### src/rtl/cc_speedcounter_if.sv
// cc_speedcounter_if
//   Bundles the control inputs and count/status outputs of the speed-timebase
//   counter. Signal names follow the board-level port names.
//   master : drives start/pause/levelup/clear, observes data/level/running/tick
//   slave  : the counter side
interface cc_speedcounter_if #(
    parameter int DW = 23,
    parameter int LW = 3
);
    logic          CC_SPEEDCOUNTER_start_InLow;
    logic          CC_SPEEDCOUNTER_pause_InLow;
    logic          CC_SPEEDCOUNTER_levelup_InLow;
    logic          CC_SPEEDCOUNTER_clear_InLow;
    logic [DW-1:0] CC_SPEEDCOUNTER_data_OutBUS;
    logic [LW-1:0] CC_SPEEDCOUNTER_level_OutBUS;
    logic          CC_SPEEDCOUNTER_running_OutHigh;
    logic          CC_SPEEDCOUNTER_tick_OutHigh;

    modport master (
        output CC_SPEEDCOUNTER_start_InLow,
        output CC_SPEEDCOUNTER_pause_InLow,
        output CC_SPEEDCOUNTER_levelup_InLow,
        output CC_SPEEDCOUNTER_clear_InLow,
        input  CC_SPEEDCOUNTER_data_OutBUS,
        input  CC_SPEEDCOUNTER_level_OutBUS,
        input  CC_SPEEDCOUNTER_running_OutHigh,
        input  CC_SPEEDCOUNTER_tick_OutHigh
    );

    modport slave (
        input  CC_SPEEDCOUNTER_start_InLow,
        input  CC_SPEEDCOUNTER_pause_InLow,
        input  CC_SPEEDCOUNTER_levelup_InLow,
        input  CC_SPEEDCOUNTER_clear_InLow,
        output CC_SPEEDCOUNTER_data_OutBUS,
        output CC_SPEEDCOUNTER_level_OutBUS,
        output CC_SPEEDCOUNTER_running_OutHigh,
        output CC_SPEEDCOUNTER_tick_OutHigh
    );
endinterface

### src/rtl/cc_speedcounter.sv
// cc_speedcounter
//   Speed-timebase counter feeding the speed comparator. The count advances
//   once per prescaler strobe; the strobe period shrinks as the speed level
//   rises. A low on clear (comparator T0 output) zeroes the count and emits a
//   one-cycle game tick.
// Ports
//   CC_SPEEDCOUNTER_CLOCK_50    system clock, rising edge
//   CC_SPEEDCOUNTER_RESET_InLow asynchronous reset, active-low
//   bus (slave)                 start/pause/levelup/clear in (active-low),
//                               data/level/running/tick out (registered)
//
// state   | meaning
// --------+-----------------------------------------------------------
// S_IDLE  | after reset; count and prescaler held at 0, wait for start
// S_RUN   | prescaler running, count advances, clear honoured
// S_PAUSE | count and prescaler frozen, clear ignored
module cc_speedcounter #(
    parameter int SPEEDCOUNTER_DATAWIDTH  = 23,
    parameter int SPEEDCOUNTER_LEVELWIDTH = 3,
    parameter int SPEEDCOUNTER_PRESCALE   = 4
) (
    input  logic             CC_SPEEDCOUNTER_CLOCK_50,
    input  logic             CC_SPEEDCOUNTER_RESET_InLow,
    cc_speedcounter_if.slave bus
);
    localparam int DW      = SPEEDCOUNTER_DATAWIDTH;
    localparam int LW      = SPEEDCOUNTER_LEVELWIDTH;
    localparam int MAX_DIV = SPEEDCOUNTER_PRESCALE * (2 ** LW);
    localparam int PW      = (MAX_DIV > 1) ? $clog2(MAX_DIV) : 1;
    localparam logic [LW-1:0] LEVEL_MAX = {LW{1'b1}};

    typedef enum logic [1:0] {
        S_IDLE  = 2'd0,
        S_RUN   = 2'd1,
        S_PAUSE = 2'd2
    } state_t;

    state_t        state_q, state_d;
    logic [DW-1:0] count_q, count_d;
    logic [PW-1:0] presc_q, presc_d;
    logic [LW-1:0] level_q, level_d;
    logic          tick_q, tick_d;
    logic          running_q, running_d;
    logic [31:0]   div_m1;
    logic          strobe;

    // Terminal value shrinks with level. Using >= means a level raised
    // mid-period strobes on the very next edge rather than wrapping.
    always_comb begin
        div_m1 = 32'(SPEEDCOUNTER_PRESCALE) * (32'(2 ** LW) - 32'(level_q)) - 32'd1;
        strobe = (32'(presc_q) >= div_m1);
    end

    always_ff @(posedge CC_SPEEDCOUNTER_CLOCK_50 or negedge CC_SPEEDCOUNTER_RESET_InLow) begin
        if (!CC_SPEEDCOUNTER_RESET_InLow) begin
            state_q <= S_IDLE;
        end else begin
            state_q <= state_d;
        end
    end

    always_comb begin
        state_d = state_q;
        case (state_q)
            S_IDLE:  if (!bus.CC_SPEEDCOUNTER_start_InLow) state_d = S_RUN;
            S_RUN:   if (!bus.CC_SPEEDCOUNTER_pause_InLow) state_d = S_PAUSE;
            S_PAUSE: if (bus.CC_SPEEDCOUNTER_pause_InLow)  state_d = S_RUN;
            default: state_d = S_IDLE;
        endcase
    end

    // Datapath acts on the current state, so a clear held through the
    // PAUSE->RUN edge takes effect on the first edge spent in RUN.
    always_comb begin
        count_d   = count_q;
        presc_d   = presc_q;
        level_d   = level_q;
        tick_d    = 1'b0;
        running_d = (state_d == S_RUN);
        case (state_q)
            S_IDLE: begin
                count_d = '0;
                presc_d = '0;
            end
            S_RUN: begin
                if (!bus.CC_SPEEDCOUNTER_clear_InLow) begin
                    count_d = '0;
                    presc_d = '0;
                    tick_d  = 1'b1;
                end else if (strobe) begin
                    presc_d = '0;
                    count_d = count_q + DW'(1);
                end else begin
                    presc_d = presc_q + PW'(1);
                end
            end
            default: ;
        endcase
        if (!bus.CC_SPEEDCOUNTER_levelup_InLow && (level_q != LEVEL_MAX)) begin
            level_d = level_q + LW'(1);
        end
    end

    always_ff @(posedge CC_SPEEDCOUNTER_CLOCK_50 or negedge CC_SPEEDCOUNTER_RESET_InLow) begin
        if (!CC_SPEEDCOUNTER_RESET_InLow) begin
            count_q   <= '0;
            presc_q   <= '0;
            level_q   <= '0;
            tick_q    <= 1'b0;
            running_q <= 1'b0;
        end else begin
            count_q   <= count_d;
            presc_q   <= presc_d;
            level_q   <= level_d;
            tick_q    <= tick_d;
            running_q <= running_d;
        end
    end

    assign bus.CC_SPEEDCOUNTER_data_OutBUS     = count_q;
    assign bus.CC_SPEEDCOUNTER_level_OutBUS    = level_q;
    assign bus.CC_SPEEDCOUNTER_running_OutHigh = running_q;
    assign bus.CC_SPEEDCOUNTER_tick_OutHigh    = tick_q;
endmodule

### src/flat_wrapper.sv
// flat-port wrapper written by rule: the top's interface ports become plain ports
module cc_speedcounter_flat 
#(
    parameter int SPEEDCOUNTER_DATAWIDTH  = 23,
    parameter int SPEEDCOUNTER_LEVELWIDTH = 3,
    parameter int SPEEDCOUNTER_PRESCALE   = 4
)
  (CC_SPEEDCOUNTER_CLOCK_50, CC_SPEEDCOUNTER_RESET_InLow, bus_CC_SPEEDCOUNTER_start_InLow, bus_CC_SPEEDCOUNTER_pause_InLow, bus_CC_SPEEDCOUNTER_levelup_InLow, bus_CC_SPEEDCOUNTER_clear_InLow, bus_CC_SPEEDCOUNTER_data_OutBUS, bus_CC_SPEEDCOUNTER_level_OutBUS, bus_CC_SPEEDCOUNTER_running_OutHigh, bus_CC_SPEEDCOUNTER_tick_OutHigh);
  cc_speedcounter_if #(.DW((23)), .LW((3))) bus_i ();
  input  logic CC_SPEEDCOUNTER_CLOCK_50;
  input  logic CC_SPEEDCOUNTER_RESET_InLow;
  input wire logic [$bits(bus_i.CC_SPEEDCOUNTER_start_InLow)-1:0] bus_CC_SPEEDCOUNTER_start_InLow;
  input wire logic [$bits(bus_i.CC_SPEEDCOUNTER_pause_InLow)-1:0] bus_CC_SPEEDCOUNTER_pause_InLow;
  input wire logic [$bits(bus_i.CC_SPEEDCOUNTER_levelup_InLow)-1:0] bus_CC_SPEEDCOUNTER_levelup_InLow;
  input wire logic [$bits(bus_i.CC_SPEEDCOUNTER_clear_InLow)-1:0] bus_CC_SPEEDCOUNTER_clear_InLow;
  output wire logic [$bits(bus_i.CC_SPEEDCOUNTER_data_OutBUS)-1:0] bus_CC_SPEEDCOUNTER_data_OutBUS;
  output wire logic [$bits(bus_i.CC_SPEEDCOUNTER_level_OutBUS)-1:0] bus_CC_SPEEDCOUNTER_level_OutBUS;
  output wire logic [$bits(bus_i.CC_SPEEDCOUNTER_running_OutHigh)-1:0] bus_CC_SPEEDCOUNTER_running_OutHigh;
  output wire logic [$bits(bus_i.CC_SPEEDCOUNTER_tick_OutHigh)-1:0] bus_CC_SPEEDCOUNTER_tick_OutHigh;
  assign bus_i.CC_SPEEDCOUNTER_start_InLow = bus_CC_SPEEDCOUNTER_start_InLow;
  assign bus_i.CC_SPEEDCOUNTER_pause_InLow = bus_CC_SPEEDCOUNTER_pause_InLow;
  assign bus_i.CC_SPEEDCOUNTER_levelup_InLow = bus_CC_SPEEDCOUNTER_levelup_InLow;
  assign bus_i.CC_SPEEDCOUNTER_clear_InLow = bus_CC_SPEEDCOUNTER_clear_InLow;
  assign bus_CC_SPEEDCOUNTER_data_OutBUS = bus_i.CC_SPEEDCOUNTER_data_OutBUS;
  assign bus_CC_SPEEDCOUNTER_level_OutBUS = bus_i.CC_SPEEDCOUNTER_level_OutBUS;
  assign bus_CC_SPEEDCOUNTER_running_OutHigh = bus_i.CC_SPEEDCOUNTER_running_OutHigh;
  assign bus_CC_SPEEDCOUNTER_tick_OutHigh = bus_i.CC_SPEEDCOUNTER_tick_OutHigh;
  cc_speedcounter #(.SPEEDCOUNTER_DATAWIDTH(SPEEDCOUNTER_DATAWIDTH), .SPEEDCOUNTER_LEVELWIDTH(SPEEDCOUNTER_LEVELWIDTH), .SPEEDCOUNTER_PRESCALE(SPEEDCOUNTER_PRESCALE)) u_core (.CC_SPEEDCOUNTER_CLOCK_50(CC_SPEEDCOUNTER_CLOCK_50), .CC_SPEEDCOUNTER_RESET_InLow(CC_SPEEDCOUNTER_RESET_InLow), .bus(bus_i));
endmodule
### config.mk
export PLATFORM = sky130hd
export DESIGN_NAME = cc_speedcounter_flat
export DESIGN_NICKNAME = d
export VERILOG_FILES = /design/src/rtl/cc_speedcounter_if.sv /design/src/rtl/cc_speedcounter.sv /design/src/flat_wrapper.sv
export SDC_FILE = /design/constraint.sdc
export NUM_CORES = 1
export LEC_CHECK = 0
export CORE_MARGIN = 3
export CORE_UTILIZATION = 54
export CTS_BUF_LIST = sky130_fd_sc_hd__clkbuf_2
export DETAILED_ROUTE_END_ITERATION = 7
export PLACE_DENSITY = 0.81
export SLEW_MARGIN = 10
export SYNTH_ARGS = -nofsm -noshare
export SYNTH_HDL_FRONTEND = slang
export SYNTH_SLANG_ARGS = --single-unit
### constraint.sdc
create_clock -name CC_SPEEDCOUNTER_CLOCK_50 -period 3.05 [get_ports CC_SPEEDCOUNTER_CLOCK_50]
set_clock_uncertainty 0.05 [all_clocks]
set_input_delay 0.305 -clock CC_SPEEDCOUNTER_CLOCK_50 [delete_from_list [all_inputs] [get_ports CC_SPEEDCOUNTER_CLOCK_50]]
set_output_delay 0.305 -clock CC_SPEEDCOUNTER_CLOCK_50 [all_outputs]
set_load 0.005 [all_outputs]
==> results of run 1 <==
[routing by layer]
layer  track usage  share of wire  vias to the layer above
met5             0              0                        -
met4        0.0711          0.012                        0
met3        0.0493          0.049                        6
met2         0.343           0.47                       46
met1         0.275           0.47                      820
li1              -              -                      839
[stage by stage]
| step | hold WS (ns) | cell area [µm²] | utilization |
|---|---|---|---|
| global placement | 0.448 | 2330 | 0.682 |
| finish | 0.260 | 2380 | 0.697 |
| CTS | 0.269 | 2370 | 0.694 |
| detailed placement | 0.461 | 2330 | 0.682 |
| floorplan | -0.0406 | 1950 | - |
| global route | 0.264 | 2380 | 0.697 |
[cell usage after synthesis (all sizes together), types with 2 or more instances]
| library cell | count |
|---|---|
| a21o | 2 |
| a21oi | 18 |
| a31oi | 2 |
| and2 | 8 |
| and4 | 3 |
| buf | 3 |
| clkbuf | 6 |
| dfrtp | 35 |
| ha | 8 |
| inv | 7 |
| mux2 | 2 |
| mux2i | 2 |
| nand2 | 21 |
| nand2b | 4 |
| nand3 | 8 |
| nand4 | 5 |
| nor2 | 8 |
| nor2b | 3 |
| nor3 | 2 |
| nor4 | 3 |
| o21a | 3 |
| o21ai | 8 |
| o31ai | 10 |
| o41ai | 2 |
| or3 | 5 |
| or4 | 11 |
| xnor2 | 5 |
[registers in the layout, indices dropped and copies added (netlist names)]
register / cells
u_core.bus.CC_SPEEDCOUNTER_data_OutBUS: 23
u_core.state_q: 2
u_core.presc_q: 5
u_core.bus.CC_SPEEDCOUNTER_tick_OutHigh: 1
u_core.bus.CC_SPEEDCOUNTER_level_OutBUS: 3
u_core.bus.CC_SPEEDCOUNTER_running_OutHigh: 1
[logic make-up after synthesis]
family | synth area share
simple gates | 0.238
buf+inv | 0.0353
compound gates | 0.176
xor+xnor | 0.0270
mux | 0.0219
flops | 0.450
fa+ha+maj | 0.0514
[path summary, 6_finish.rpt]
path	start	to	slack (ns)	cells after the start
worst min register to register	u_core.presc_q[1]	u_core.presc_q[1]	0.50	2
max in group asynchronous	CC_SPEEDCOUNTER_RESET_InLow	u_core.bus.CC_SPEEDCOUNTER_level_OutBUS[0]	2.35	2
min in group CC_SPEEDCOUNTER_CLOCK_50	bus_CC_SPEEDCOUNTER_pause_InLow	u_core.state_q[1]	0.47	2
worst max register to register	u_core.bus.CC_SPEEDCOUNTER_level_OutBUS[1]	u_core.bus.CC_SPEEDCOUNTER_data_OutBUS[3]	0.21	10
worst min-delay path	CC_SPEEDCOUNTER_RESET_InLow	u_core.bus.CC_SPEEDCOUNTER_data_OutBUS[7]	0.26	2
worst max-delay path	u_core.bus.CC_SPEEDCOUNTER_level_OutBUS[1]	u_core.bus.CC_SPEEDCOUNTER_data_OutBUS[3]	0.21	10
[cell usage in the layout (no fill, tap or decap), types with 2 or more instances in the layout]
| cell | n |
|---|---|
| dfrtp_1 | 35 |
| clkdlybuf4s50_1 | 33 |
| nand2_1 | 21 |
| a21oi_1 | 18 |
| or4_1 | 11 |
| o31ai_1 | 10 |
| nor2_1 | 8 |
| o21ai_0 | 8 |
| and2_1 | 8 |
| nand3_1 | 8 |
| ha_1 | 8 |
| inv_1 | 7 |
| clkbuf_2 | 7 |
| xnor2_1 | 5 |
| nand4_1 | 5 |
| or3_1 | 5 |
| buf_4 | 5 |
| nor2b_1 | 3 |
| o21a_1 | 3 |
| and4_1 | 3 |
| nand2b_1 | 3 |
| nor4_1 | 3 |
| a31oi_1 | 2 |
| a21o_1 | 2 |
| a311o_2 | 2 |
| mux2_2 | 2 |
| nor3_1 | 2 |
| mux2i_1 | 2 |
| o41ai_1 | 2 |
[cell type report]
| type | instances | area share |
|---|---|---|
| Clock buffer | 7 | 0.0147 |
| Clock inverter | 1 | 0.00210 |
| Inverter | 7 | 0.0110 |
| Multi-Input combinational cell | 155 | 0.426 |
| Sequential cell | 35 | 0.368 |
| Tap cell | 46 | 0.0242 |
| Timing Repair Buffer | 38 | 0.154 |
[worst max-delay path, delay by kind of cell (launching register included)]
kind                       cells  cell delay, ns
AOI/OAI and AO/OA              4            0.91
xor gates and xnor gates       1            0.18
adders and majority gates      2            0.60
buffers and inverters          2            0.29
DFF                            1            0.40
and+or+nand+nor                1            0.34
[power by group through the flow]
stage / clock network [W] / logic [W] / registers (W)
after floorplan: 0 / 0.000423 / 0.000580
after global placement: 0 / 0.000584 / 0.000587
after detailed placement: 0 / 0.000598 / 0.000593
after CTS: 0.000223 / 0.000600 / 0.000583
after global routing: 0.000239 / 0.000714 / 0.000595
final: 0.000214 / 0.000639 / 0.000586
==> flow_metrics.tcl, run 1 <==
set metrics [dict create \
    maxSlewViolCount 0 \
    crit_chain "inv_1 -> ha_1 -> xor2_1 -> ha_1 -> o21a_1 -> a211oi_1 -> a311o_2 -> buf_4 -> or3_1 -> a21oi_1" \
    drv_cap 0 \
    yosys.area.top_type "dfrtp_1" \
    fin_tns_setup_ns 0 \
    first_pass_iters 7 \
    cts_resized 0 \
    vias 1711 \
    required_ns 3.30 \
    slew-limit-headroom 0.640 \
    period_share 0.932 \
    status "finished with violations" \
    cts_inserted_buffers 5 \
    postCtsHoldBufs 0 \
    power_density_nw_per_um2 604 \
    clk_pin_slew_ns 0.18 \
    initial_core_util 0.570 \
    dieArea_um2 4360 \
    seq_area_frac_synth 0.450 \
    grt_pass1_wl_um 7140 \
    hold_path.class "in2async" \
    post-dp-hpwl_um 2760 \
    synth_nets 219 \
    drive_above_1_share 0.0741 \
    cp_max_fo 19 \
    dp.cells 280 \
    path_common_cell "ha_1" \
    fp.dieW_um 66.0 \
    postCtsSetupRepairBufs 0 \
    post-place-ws_ns 0.160 \
    multi_input_area_um2 1010 \
    period_needed_ns 2.84 \
    antenna_found_initial 0 \
    cp-end-kind "flop" \
    fillCellCount 256 \
    die_height_um 66.0 \
    cts_tree "done" \
    finalSetupViolCount 0 \
    pwr-share-comb 0.444 \
    wl_per_cell_um 14.5 \
    std_cell_rows 21 \
    seqCellArea_um2 876 \
    intPower_w 0.000840 \
    fin_ws_ns 0.208 \
    violations "design-rule violations" \
    fmax_mhz 352 \
    grt_max_degree 38 \
    rsz0062_at_grt "no" \
    grt_pass1_vias 1570 \
    yosysTopAreaCellShare 0.450 \
    synth_edf_count 0 \
    tightestPinTransition_ns 0.539 \
    routed_via_density 5.92 \
    clk_path_buf_depth 2 \
    cp_slowest_cell "a311o_2" \
    synth_area_um2 1950 \
    yosysUniqueCellTypes 41 \
    yosys-top-cells-area "dfrtp_1 (45%), ha_1 (5.1%), a21oi_1 (4.6%)" \
    avgSynthCellArea_um2 9.50 \
    drc 1 \
    cts_sinks 35 \
    ir_worst_vdd_uv 500 \
    cts.htree.levels 2 \
    syn-instance-count 205 \
    grt_usage 0.210 \
    clock_power_share 0.149 \
    seq_power_share 0.407 \
    diodes 0 \
    placement.io_buffers 33 \
    switchingPower_w 0.000599 \
    leakage_nw 0.988 \
    start_kind "flop" \
    async_flop_share 1.00 \
    layout.nets 256 \
    coreArea_um2 3420 \
    ys.warnings.count 0 \
    syn_to_final_growth_pct 22.3 \
    ys.flop_type "dfrtp_1" \
    overflow 0 \
    arrival_ns 3.10 \
    instances_no_fill 289 \
    drt-initial-drc-count 133 \
    p_sw_frac 0.416 \
    crit_path_max_incr_delay_ns 0.52 \
    clk_latency_ns 0.37 \
    hold_viol 0 \
    ant_nets 0 \
    drt_wl_total_um 4180 \
    place.gp.congestion 0.843 \
    critPathKind "reg2reg" \
    cts-root-buf "clkbuf_2" \
    pin_count 34 \
    yosys_register_bits 35 \
    p_total_w 0.00144 \
]
Power figures use the tool's default switching activity.
==> run 2: changes to the inputs <==
Settings changed: ABC_CLOCK_PERIOD_IN_PS set to 3050, REMOVE_ABC_BUFFERS set to 1.
==> run 2 against run 1 <==
The run now ends clean; clock power rose by 36%; worst setup slack hardly changed; critical path depth is 1 lower; sequential cell count unchanged; die area stayed put; count of clock-buffer cells in the layout is 1 lower; sequential share of layout area down 0.31 points; cell count down 0.35%; via count is 1.1% lower; largest cell class unchanged; largest power group unchanged.
==> flow_metrics.tcl, run 2 (synthesis results as in run 1) <==
set metrics [dict create \
    seqCellArea_um2 876 \
    post-dp-hpwl_um 2660 \
    clk_path_buf_depth 2 \
    drc 0 \
    grt_max_degree 45 \
    hold_path.class "in2async" \
    largest_reg_flops 23 \
    multi_input_area_um2 1010 \
    pwr-share-comb 0.415 \
    rsz0062_at_grt "no" \
    drv_cap 0 \
    period_needed_ns 2.84 \
    grt_pass1_wl_um 6870 \
    cp_max_fo 22 \
    clk_latency_ns 0.38 \
    cts_sinks 35 \
    fin_tns_setup_ns 0 \
    final_common_cell "dfrtp_1" \
    die_height_um 66.0 \
    fillCellCount 267 \
    maxSlewViolCount 0 \
    grt_pass1_vias 1528 \
    overflow 0 \
    intPower_w 0.000904 \
    fin_util 0.703 \
    vias 1693 \
    rr_startpoint "u_core.bus.CC_SPEEDCOUNTER_level_OutBUS[0]" \
    r2r_slack_ns 0.21 \
    layout_common_cells "dfrtp_1 (35), clkdlybuf4s50_1 (33), nand2_1 (21)" \
    tightestPinTransition_ns 0.529 \
    hold_viol 0 \
    ir_worst_vdd_uv 745 \
    cp-end-kind "flop" \
    coreArea_um2 3420 \
    std_cell_rows 21 \
    layout.nets 256 \
    ant_nets 0 \
    fmax_mhz 352 \
    r2r_end "u_core.bus.CC_SPEEDCOUNTER_data_OutBUS[16]" \
    wl_per_cell_um 14.5 \
    drt_wl_total_um 4180 \
    pin_count 34 \
    initial_core_util 0.570 \
    placement.io_buffers 33 \
    clk_pin_slew_ns 0.18 \
    power_density_nw_per_um2 621 \
    status "completed" \
    cts_inserted_buffers 5 \
    cts-root-buf "clkbuf_2" \
    antenna_found_initial 0 \
    p_sw_frac 0.393 \
    critPathKind "reg2reg" \
    diodes 0 \
    period_share 0.932 \
    dieArea_um2 4360 \
    routed_via_density 5.88 \
    cts_tree "done" \
    arrival_ns 3.11 \
    finalSetupViolCount 0 \
    grt_usage 0.204 \
    rr_worst_depth 9 \
    leakage_nw 0.994 \
    syn_to_final_growth_pct 23.3 \
    required_ns 3.31 \
    start_kind "flop" \
    place.gp.congestion 0.829 \
    slew-limit-headroom 0.646 \
    cts.htree.levels 2 \
    fp.dieW_um 66.0 \
    clock_power_share 0.194 \
    seq_power_share 0.391 \
    switchingPower_w 0.000586 \
    drt-initial-drc-count 173 \
    first_pass_iters 5 \
    drive_above_1_share 0.0702 \
    postCtsSetupRepairBufs 0 \
]
run 2: cell count changes in the layout (fill, tap and decap cells not counted), sizes merged:
cell	previous run	this run
clkinv	1	0
clkbuf	7	6
bufinv	0	1
run 2: final cells by class:
cell class              instances  share of cell area
multi-input cells             155               0.422
flip-flops and latches         35               0.365
repair buffers                 38               0.153
well taps                      46              0.0240
clock buffers                   6              0.0125
clock inverters                 1              0.0125
inverters                       7              0.0109
run 2: worst max path at each step:
stage	from	to	slack, ns	cells past startpoint
after CTS	u_core.bus.CC_SPEEDCOUNTER_level_OutBUS[0]	u_core.bus.CC_SPEEDCOUNTER_data_OutBUS[16]	0.12	9
after global routing	u_core.bus.CC_SPEEDCOUNTER_level_OutBUS[0]	u_core.bus.CC_SPEEDCOUNTER_data_OutBUS[16]	0.03	9
final	u_core.bus.CC_SPEEDCOUNTER_level_OutBUS[0]	u_core.bus.CC_SPEEDCOUNTER_data_OutBUS[16]	0.21	9
after floorplan	u_core.bus.CC_SPEEDCOUNTER_level_OutBUS[0]	u_core.bus.CC_SPEEDCOUNTER_data_OutBUS[10]	0.20	9
after global placement	u_core.bus.CC_SPEEDCOUNTER_level_OutBUS[0]	u_core.bus.CC_SPEEDCOUNTER_data_OutBUS[12]	0.21	9
after detailed placement	u_core.bus.CC_SPEEDCOUNTER_level_OutBUS[0]	u_core.bus.CC_SPEEDCOUNTER_data_OutBUS[16]	0.15	9
run 2: power groups by stage:
stage / combinational, W / sequential [W] / clock (W)
after floorplan: 0.000358 / 0.000592 / 0
after global placement: 0.000569 / 0.000589 / 0
after detailed placement: 0.000581 / 0.000590 / 0
after CTS: 0.000580 / 0.000579 / 0.000297
after global routing: 0.000702 / 0.000590 / 0.000311
final: 0.000619 / 0.000582 / 0.000290
run 2: critical path, cell delays in order (launching register included):
cell      delay (ns)
dfrtp_1         0.37
inv_1           0.08
ha_1            0.35
xor2_1          0.18
ha_1            0.27
o21a_1          0.13
a211oi_1        0.11
a311o_2         0.54
or4_1           0.54
a21oi_1         0.18
run 2: metal layers:
layer / vias to the layer above / part of all wire / track usage / routed length (µm)
met5: - / 0 / 0 / 0
met4: 0 / 0.010 / 0.0711 / 42
met3: 7 / 0.058 / 0.0459 / 241
met2: 57 / 0.46 / 0.307 / 1940
met1: 794 / 0.47 / 0.288 / 1960
li1: 835 / - / - / -
run 2: stage by stage:
step | cells | worst slack, ns | hold WS (ns) | power [W] | area (µm²)
global route | 288 | 0.0265 | 0.283 | 0.00160 | 2400
finish | 288 | 0.208 | 0.260 | 0.00149 | 2400
CTS | 287 | 0.119 | 0.267 | 0.00146 | 2390
floorplan | 196 | 0.203 | -0.0406 | 0.000950 | 1900
global placement | 280 | 0.211 | 0.451 | 0.00116 | 2330
detailed placement | 280 | 0.151 | 0.462 | 0.00117 | 2330
run 2: what timing repair did:
item | CTS | global route
endpoints found under the setup margin | 0 | 6
hold buffers | 0 | 0
resized for setup | 0 | 1
==> run 3: changes to the inputs <==
Settings changed: ABC_CLOCK_PERIOD_IN_PS 3050 to 3600, CORE_UTILIZATION 54 to 55, PLACE_DENSITY 0.81 to 0.83, SKIP_LAST_GASP set to 1.
Clock period 3.05 ns to 3.6 ns, I/O delays scaled along.
==> run 3 against run 2 <==
Count of clock-buffer cells in the layout is the same; largest power group is now sequential cells; largest cell class unchanged; routed wire length grew 5.1%; non-clock buffer count shrank 3; utilization grew 3.5 points.
==> flow_metrics.tcl, run 3 (synthesis results as in run 1) <==
set metrics [dict create \
    die_height_um 65.5 \
    required_ns 3.88 \
    drive_above_1_share 0.0546 \
    fin_area_um2 2360 \
    cts_inserted_buffers 5 \
    ir_worst_vdd_uv 556 \
    fin_ws_ns 0.509 \
    drt_wl_total_um 4390 \
    vias 1701 \
    grt_pass1_vias 1682 \
    r2r_slack_ns 0.51 \
    grt_max_degree 45 \
    place.gp.congestion 0.818 \
    top_layer "met4" \
    fin_tns_setup_ns 0 \
    ant_nets 0 \
    slew-limit-headroom 0.559 \
    grt_usage 0.228 \
    overflow 0 \
    final_common_cell "dfrtp_1" \
    wl_met1_um 1890 \
    place_area_um2 2300 \
    drv_cap 0 \
    cp-end-kind "flop" \
    hold_path.class "in2async" \
    startpoint "u_core.bus.CC_SPEEDCOUNTER_level_OutBUS[0]" \
    p_total_w 0.00123 \
    start_kind "flop" \
    hold_viol 0 \
    post-dp-hpwl_um 3110 \
    layout_common_cells "dfrtp_1 (35), clkdlybuf4s50_1 (33), nand2_1 (21)" \
    clk_pin_slew_ns 0.19 \
    cts_sinks 35 \
    postCtsSetupRepairBufs 0 \
    wl_per_cell_um 15.6 \
    maxSlewViolCount 0 \
    std_cell_rows 20 \
    power_density_nw_per_um2 521 \
    cts_resized 0 \
    period_needed_ns 3.09 \
    rsz0062_at_grt "no" \
    antenna_found_initial 0 \
    grt_pass1_wl_um 7510 \
    cp_max_fo 44 \
    dieArea_um2 4290 \
    critPathKind "reg2reg" \
    diodes 0 \
    cts-root-buf "clkbuf_2" \
    coreArea_um2 3200 \
    finalSetupViolCount 0 \
    largest_reg_flops 23 \
    rr_startpoint "u_core.bus.CC_SPEEDCOUNTER_level_OutBUS[0]" \
    syn_to_final_growth_pct 21.5 \
    initial_core_util 0.608 \
    clk_path_buf_depth 2 \
    first_pass_iters 4 \
    clk_latency_ns 0.39 \
    period_share 0.859 \
    layout.nets 252 \
    drc 0 \
    status "completed" \
    pin_count 34 \
    leakage_nw 0.976 \
    placement.io_buffers 33 \
    cts.htree.levels 2 \
    arrival_ns 3.37 \
    cts_tree "done" \
    wl_met2_um 2240 \
    fmax_mhz 323 \
    met3WireLength_um 193 \
    drt-initial-drc-count 183 \
    postCtsHoldBufs 0 \
    fp.dieW_um 65.5 \
    post-place-ws_ns 0.511 \
    tightestPinTransition_ns 0.662 \
    routed_via_density 6.03 \
]
==> run 3: final timing paths <==
| check | endpoint | depth (start not counted) |
|---|---|---|
| max | u_core.bus.CC_SPEEDCOUNTER_data_OutBUS[16] | 9 |
| min | u_core.bus.CC_SPEEDCOUNTER_data_OutBUS[9] | 2 |
| max reg2reg | u_core.bus.CC_SPEEDCOUNTER_data_OutBUS[16] | 9 |
| min reg2reg | u_core.presc_q[1] | 2 |
| max in group asynchronous | u_core.bus.CC_SPEEDCOUNTER_level_OutBUS[0] | 2 |
| min in group CC_SPEEDCOUNTER_CLOCK_50 | u_core.state_q[1] | 2 |
==> run 3: through the flow <==
step	cells	hold WS, ns	util
2_1_floorplan	196	0.0144	-
3_3_place_gp	275	0.439	0.720
3_5_place_dp	275	0.447	0.720
4_1_cts	282	0.297	0.738
5_1_grt	282	0.270	0.738
6_report	282	0.286	0.738
==> run 3: cell type report <==
cell class	instances	area, µm²
clock buffer	6	30.0
clock inverter	1	30.0
fill	252	838
inverter	7	26.3
multi-input combinational	154	1000
sequential	35	876
tap	44	55.1
timing repair buffer	35	345
==> run 3: metal layers <==
metal / vias up / GRT usage
li1: 826 / -
met1: 825 / 0.265
met2: 44 / 0.403
met3: 6 / 0.0701
met4: 0 / 0.0622
met5: - / 0
==> run 3: power by group <==
group          leakage [nW]  internal, W  switching [W]  total [W]
Combinational         0.460     0.000191       0.000285   0.000475
Clock                0.0391     0.000117       0.000132   0.000250
Sequential            0.477     0.000438      0.0000690   0.000507
==> run 3: critical path: stages, from the launching register on <==
cell      delay [ns]
dfrtp_1         0.48
inv_1           0.12
ha_1            0.36
xor2_1          0.18
ha_1            0.28
o21a_1          0.15
a211oi_1        0.07
a311o_2         0.62
or4_1           0.58
a21oi_1         0.16
